===== src/rtl/scarv_cop_palu_seq.sv =====
// Packed-ALU issue sequencer: decode handshake in, PALU issue,
// result capture and CPR writeback handshake out, with watchdog.
module scarv_cop_palu_seq #(
  parameter int TIMEOUT = 64,
  parameter int CNT_W   = 7
) (
  input  logic        i_g_clk,
  input  logic        i_g_reset,
  input  logic        i_flush,
  input  logic        i_dec_valid,
  output logic        o_dec_ready,
  input  logic [31:0] i_dec_gpr_rs1,
  input  logic [31:0] i_dec_rs1,
  input  logic [31:0] i_dec_rs2,
  input  logic [31:0] i_dec_rs3,
  input  logic [31:0] i_dec_imm,
  input  logic [2:0]  i_dec_pw,
  input  logic [8:0]  i_dec_class,
  input  logic [15:0] i_dec_subclass,
  input  logic [3:0]  i_dec_rd,
  output logic        o_palu_ivalid,
  input  logic        i_palu_idone,
  output logic [31:0] o_palu_gpr_rs1,
  output logic [31:0] o_palu_rs1,
  output logic [31:0] o_palu_rs2,
  output logic [31:0] o_palu_rs3,
  output logic [31:0] o_palu_imm,
  output logic [2:0]  o_palu_pw,
  output logic [8:0]  o_palu_class,
  output logic [15:0] o_palu_subclass,
  input  logic [3:0]  i_palu_ben,
  input  logic [31:0] i_palu_wdata,
  output logic        o_wb_valid,
  input  logic        i_wb_ready,
  output logic [3:0]  o_wb_rd,
  output logic [3:0]  o_wb_ben,
  output logic [31:0] o_wb_wdata,
  output logic        o_err_timeout
);

  typedef enum logic [1:0] {
    S_IDLE,
    S_EXEC,
    S_WB
  } state_t;

  localparam logic [CNT_W-1:0] LAST = CNT_W'(TIMEOUT - 1);

  state_t           r_state;
  logic [CNT_W-1:0] r_cnt;
  logic             r_ivalid;
  logic             r_wbv;
  logic             r_err;
  logic [31:0]      r_gpr;
  logic [31:0]      r_rs1;
  logic [31:0]      r_rs2;
  logic [31:0]      r_rs3;
  logic [31:0]      r_imm;
  logic [2:0]       r_pw;
  logic [8:0]       r_cls;
  logic [15:0]      r_sub;
  logic [3:0]       r_rd;
  logic [3:0]       r_wb_rd;
  logic [3:0]       r_wb_ben;
  logic [31:0]      r_wb_wdata;

  logic w_dec_ready;
  logic w_accept;
  logic w_done;
  logic w_tmo;
  logic w_wb_cap;
  logic w_wb_take;

  assign w_dec_ready = !i_g_reset && !i_flush &&
                       ((r_state == S_IDLE) ||
                        ((r_state == S_WB) && i_wb_ready));
  assign w_accept  = i_dec_valid && w_dec_ready;
  assign w_done    = (r_state == S_EXEC) && i_palu_idone;
  assign w_tmo     = (r_state == S_EXEC) && !i_palu_idone &&
                     (r_cnt == LAST);
  assign w_wb_cap  = w_done && (i_palu_ben != 4'd0);
  assign w_wb_take = (r_state == S_WB) && i_wb_ready;

  // Control FSM: state, EXEC cycle counter and registered flags
  always_ff @(posedge i_g_clk) begin
    if (i_g_reset || i_flush) begin
      r_state  <= S_IDLE;
      r_cnt    <= '0;
      r_ivalid <= 1'b0;
      r_wbv    <= 1'b0;
      r_err    <= 1'b0;
    end else begin
      r_err <= w_tmo;
      unique case (r_state)
        S_IDLE: begin
          if (w_accept) begin
            r_state  <= S_EXEC;
            r_cnt    <= '0;
            r_ivalid <= 1'b1;
          end
        end
        S_EXEC: begin
          r_cnt <= r_cnt + CNT_W'(1);
          if (w_done) begin
            r_ivalid <= 1'b0;
            if (w_wb_cap) begin
              r_state <= S_WB;
              r_wbv   <= 1'b1;
            end else begin
              r_state <= S_IDLE;
            end
          end else if (w_tmo) begin
            r_ivalid <= 1'b0;
            r_state  <= S_IDLE;
          end
        end
        S_WB: begin
          if (i_wb_ready) begin
            r_wbv <= 1'b0;
            if (w_accept) begin
              r_state  <= S_EXEC;
              r_cnt    <= '0;
              r_ivalid <= 1'b1;
            end else begin
              r_state <= S_IDLE;
            end
          end
        end
        default: r_state <= S_IDLE;
      endcase
    end
  end

  // Operand registers: loaded on accept, wiped once EXEC ends
  always_ff @(posedge i_g_clk) begin
    if (i_g_reset || i_flush || w_done || w_tmo) begin
      r_gpr <= '0;
      r_rs1 <= '0;
      r_rs2 <= '0;
      r_rs3 <= '0;
      r_imm <= '0;
      r_pw  <= '0;
      r_cls <= '0;
      r_sub <= '0;
    end else if (w_accept) begin
      r_gpr <= i_dec_gpr_rs1;
      r_rs1 <= i_dec_rs1;
      r_rs2 <= i_dec_rs2;
      r_rs3 <= i_dec_rs3;
      r_imm <= i_dec_imm;
      r_pw  <= i_dec_pw;
      r_cls <= i_dec_class;
      r_sub <= i_dec_subclass;
    end
  end

  // Destination index travels with the op until writeback capture
  always_ff @(posedge i_g_clk) begin
    if (i_g_reset || i_flush) begin
      r_rd <= '0;
    end else if (w_accept) begin
      r_rd <= i_dec_rd;
    end
  end

  // Writeback holding registers, cleared once consumed
  always_ff @(posedge i_g_clk) begin
    if (i_g_reset || i_flush || w_wb_take) begin
      r_wb_rd    <= '0;
      r_wb_ben   <= '0;
      r_wb_wdata <= '0;
    end else if (w_wb_cap) begin
      r_wb_rd    <= r_rd;
      r_wb_ben   <= i_palu_ben;
      r_wb_wdata <= i_palu_wdata;
    end
  end

  assign o_dec_ready     = w_dec_ready;
  assign o_palu_ivalid   = r_ivalid;
  assign o_palu_gpr_rs1  = r_gpr;
  assign o_palu_rs1      = r_rs1;
  assign o_palu_rs2      = r_rs2;
  assign o_palu_rs3      = r_rs3;
  assign o_palu_imm      = r_imm;
  assign o_palu_pw       = r_pw;
  assign o_palu_class    = r_cls;
  assign o_palu_subclass = r_sub;
  assign o_wb_valid      = r_wbv;
  assign o_wb_rd         = r_wb_rd;
  assign o_wb_ben        = r_wb_ben;
  assign o_wb_wdata      = r_wb_wdata;
  assign o_err_timeout   = r_err;

endmodule

===== config.mk =====
export PLATFORM = sky130hd
export DESIGN_NAME = scarv_cop_palu_seq
export DESIGN_NICKNAME = d
export VERILOG_FILES = /design/src/rtl/scarv_cop_palu_seq.sv
export SDC_FILE = /design/constraint.sdc
export NUM_CORES = 1
export LEC_CHECK = 0
export ABC_CLOCK_PERIOD_IN_PS = 1900
export CAP_MARGIN = 10
export CORE_AREA = 3 3 179 181
export CTS_CLUSTER_DIAMETER = 30
export CTS_CLUSTER_SIZE = 12
export DETAILED_ROUTE_END_ITERATION = 10
export DIE_AREA = 0 0 182 184
export PLACE_DENSITY = 0.74
export SYNTH_ARGS = -nofsm -noshare
export SYNTH_HDL_FRONTEND = slang
export SYNTH_SLANG_ARGS = --single-unit
export TNS_END_PERCENT = 50

===== constraint.sdc =====
create_clock -name i_g_clk -period 1.9 [get_ports i_g_clk]
set_clock_uncertainty 0.1 [all_clocks]
set_input_delay 0.38 -clock i_g_clk [delete_from_list [all_inputs] [get_ports i_g_clk]]
set_output_delay 0.38 -clock i_g_clk [all_outputs]
set_load 0.01 [all_outputs]

==> flow_metrics.py <==
metrics = {
    "synth": {
        "yosysMostFrequentCell": "nand2_1",
        "seq_area_frac_synth": 0.569,
        "synth_edf_count": 0,
        "ys_seq_elements": 244,
        "yosys.area.top_type": "dfxtp_1",
        "ys_types": 31,
        "ys_top_cells_by_count": "465 x nand2_1, 244 x dfxtp_1, 233 x a21oi_1, 55 x buf_2",
        "ys.flop_type": "dfxtp_1",
        "ys.warnings.count": 0,
        "ys_async_sr_fraction": 0,
        "synth_area_leaders": "dfxtp_1 57%, nand2_1 20%, a21oi_1 14%, buf_2 3.2%, buf_4 1.1%",
        "synth_top_area_frac": 0.569,
        "syn_nets": 1316,
        "synthCells": 1081,
        "syn_avg_cell_area_um2": 7.94,
        "synthesis.area_mm2": 0.00858,
    },
    "sta": {
        "finalCritPeriodShare": 1.09,
        "finalHoldViolations": 0,
        "fin_crit_ps": 2060,
        "clock.fmax_ghz": 0.485,
        "worst_pin_slew_ps": 505,
        "hold_ws_ps": 291,
        "setup_viol": 159,
        "relSlewSlack": 0.664,
        "finalMaxSlewViolations": 0,
        "rsz0062_at_grt": "true",
        "setup_ws_ps": -164,
    },
    "grt": {
        "use_met1": 0.208,
        "grt_antenna_before_repair": 2,
        "overflow": 0,
        "grt_use_met2": 0.344,
        "grt_max_degree": 102,
        "use_met3": 0.0611,
        "grt_pass1_vias": 9809,
        "top_usage_layer": "met2",
        "grt_pass1_wl_um": 52000,
        "grt_use_total": 0.191,
    },
    "worst_setup_path": {
        "path_buf_inv": 4,
        "path_cells": "ha_4 -> nand4b_1 -> or4_4 -> nand3_4 -> buf_12 -> buf_8 -> buf_12 -> buf_8 -> a21oi_2",
        "setup.worst_path.end_class": "flip-flop",
        "rrSetupSlack_ps": -160,
        "crit_family": "simple AND/OR/NAND/NOR gates",
        "critPathKind": "reg2reg",
        "cp.required_ps": 2210,
        "max_stage_delay_ps": 540,
        "critPathSlowestCell": "or4_4",
        "critical_path_arrival_ps": 2380,
        "startpoint_type": "flip-flop",
        "path_max_fanout": 6,
    },
    "detailed_routing": {
        "drt_first_pass_iters": 5,
        "totalWireLength_um": 34600,
        "drt_iter0_markers": 349,
        "postRouteAntennaNets": 0,
        "vias_per_cell": 4.62,
        "drc": 0,
        "wl_per_cell_um": 16.8,
        "vias": 9519,
    },
    "floorplanning": {
        "core.rowCount": 64,
        "die_h_um": 184,
        "die_area_mm2": 0.0335,
        "io_pins": 466,
        "fp.coreArea_mm2": 0.0306,
        "fp.dieW_um": 182,
        "start_util": 0.280,
    },
    "final_layout": {
        "drive_gt1_frac": 0.140,
        "nNetsFinal": 1853,
        "post-route-util": 0.542,
        "area_growth_pct": 93.2,
    },
    "status": {
        "status": "complete, but fails checks",
        "violations": "negative setup slack",
    },
    "flow_run": {
        "maxCapViolCount": 0,
    },
    "placement": {
        "dp_hpwl_um": 22500,
        "gp_congestion": 0.843,
        "portBuffers": 465,
    },
    "pwr": {
        "p_per_area_mw_per_mm2": 974,
        "leakagePower_nw": 7.58,
        "ir_drop_mv": 0.842,
    },
    "clock_tree": {
        "clkTransAtPathRegs_ps": 50,
        "insertion_delay_ps": 530,
        "htreeDepth": 2,
        "cts_root_buf": "clkbuf_16",
        "cts-buffers-inserted": 57,
        "clock_path_buffers": 3,
        "clock-sinks": 244,
        "cts_tree": "done",
    },
    "worst_hold_path": {
        "worstHoldPathType": "in2reg",
    },
}
==> state kept, by name (all words and copies together), names as in the netlist, 9 cells and up <==
| name | flops |
|---|---|
| o_palu_class | 9 |
| o_palu_gpr_rs1 | 32 |
| o_wb_wdata | 32 |
| o_palu_subclass | 16 |
| o_palu_rs2 | 32 |
| o_palu_rs1 | 32 |
| o_palu_imm | 32 |
| o_palu_rs3 | 32 |
==> worst reg2reg max path: cells and delay by family (launching register included) <==
| kind | cells | cell delay, ps |
|---|---|---|
| compound gates | 1 | 50 |
| buf+inv | 4 | 530 |
| fa+ha+maj | 1 | 140 |
| flops | 1 | 340 |
| simple gates | 3 | 780 |
==> cells in the final DEF, fill, tap and decap left out, drive strengths merged, types with 2 or more instances in the layout <==
| cell type | Yosys | final |
|---|---|---|
| dlymetal6s2s | 0 | 47 |
| nor3b | 2 | 2 |
| nor2 | 12 | 12 |
| bufinv | 0 | 7 |
| or3b | 2 | 2 |
| a32oi | 2 | 2 |
| nor3 | 3 | 3 |
| inv | 2 | 2 |
| nand3 | 11 | 11 |
| nand2 | 465 | 465 |
| nand3b | 2 | 2 |
| buf | 68 | 92 |
| clkinvlp | 0 | 9 |
| o21ai | 4 | 4 |
| dfxtp | 244 | 244 |
| nor2b | 3 | 3 |
| diode | 0 | 2 |
| and3 | 2 | 2 |
| clkdlybuf4s50 | 0 | 235 |
| a21oi | 233 | 233 |
| nand2b | 2 | 2 |
| or4 | 4 | 4 |
| o2bb2ai | 2 | 2 |
| clkinv | 0 | 12 |
| dlygate4sd2 | 0 | 182 |
| clkbuf | 11 | 75 |
==> final timing paths <==
path	cells past startpoint	end	startpoint
min	3	o_palu_rs1[15]$_SDFFE_PP0P_	i_dec_rs1[15]
max	9	o_palu_imm[25]$_SDFFE_PP0P_	r_cnt[1]$_SDFFE_PP0P_
max reg2reg	9	o_palu_imm[25]$_SDFFE_PP0P_	r_cnt[1]$_SDFFE_PP0P_
min reg2reg	2	o_palu_rs3[22]$_SDFFE_PP0P_	o_palu_rs3[22]$_SDFFE_PP0P_
==> where the power goes <==
part           internal [W]  switching (W)
clock network       0.00677        0.00292
registers           0.00520      0.0000308
logic              0.000752       0.000479
total                0.0127        0.00343
==> area by class of cell <==
cell class / count / area [um^2]
inverter: 2 / 7.51
multi-input combinational: 756 / 3440
antenna: 2 / 5.00
sequential: 244 / 4890
fill: 2684 / 14000
clock buffer: 75 / 1590
timing repair buffer: 557 / 5800
clock inverter: 28 / 349
tap: 396 / 495
==> metrics by stage <==
step                      total power, W  instance area, um^2  TNS [ps]  instances  setup WS (ps)
final                             0.0162                16600    -10080       2060           -164
after global placement           0.00642                14100   -112330       1925           -555
after global routing              0.0167                16600    -25860       2059           -245
after CTS                         0.0163                16500     -6650       2062           -115
after floorplan                  0.00564                 8580         0       1081           54.9
after detailed placement         0.00643                14100   -111910       1925           -557
==> what timing repair did <==
| action | CTS | global route |
|---|---|---|
| resized for setup | 242 | 63 |
| setup endpoints to repair | 356 | 236 |
| pin swaps | 4 | 1 |
| gates cloned | 10 | 0 |
| hold buffers | 0 | 0 |
| buffers inserted | 24 | 2 |
==> kinds of logic (layout without fill, tap and decap cells) <==
logic type	after synthesis	after routing	synth area share
AND/OR/NAND/NOR	511	511	0.235
other	0	2	0
adder cells (fa/ha/maj)	1	1	0.00146
flip-flops	244	244	0.569
buffers and inverters	81	662	0.0496
AO/OA/AOI/OAI	244	244	0.145
==> per-layer routing <==
layer,share of wire,up-vias
met5,0.00038,-
met4,0.035,2
met3,0.076,85
met2,0.51,388
met1,0.38,4437
li1,-,4607
Note: power is estimated with default switching activity, not from simulation.
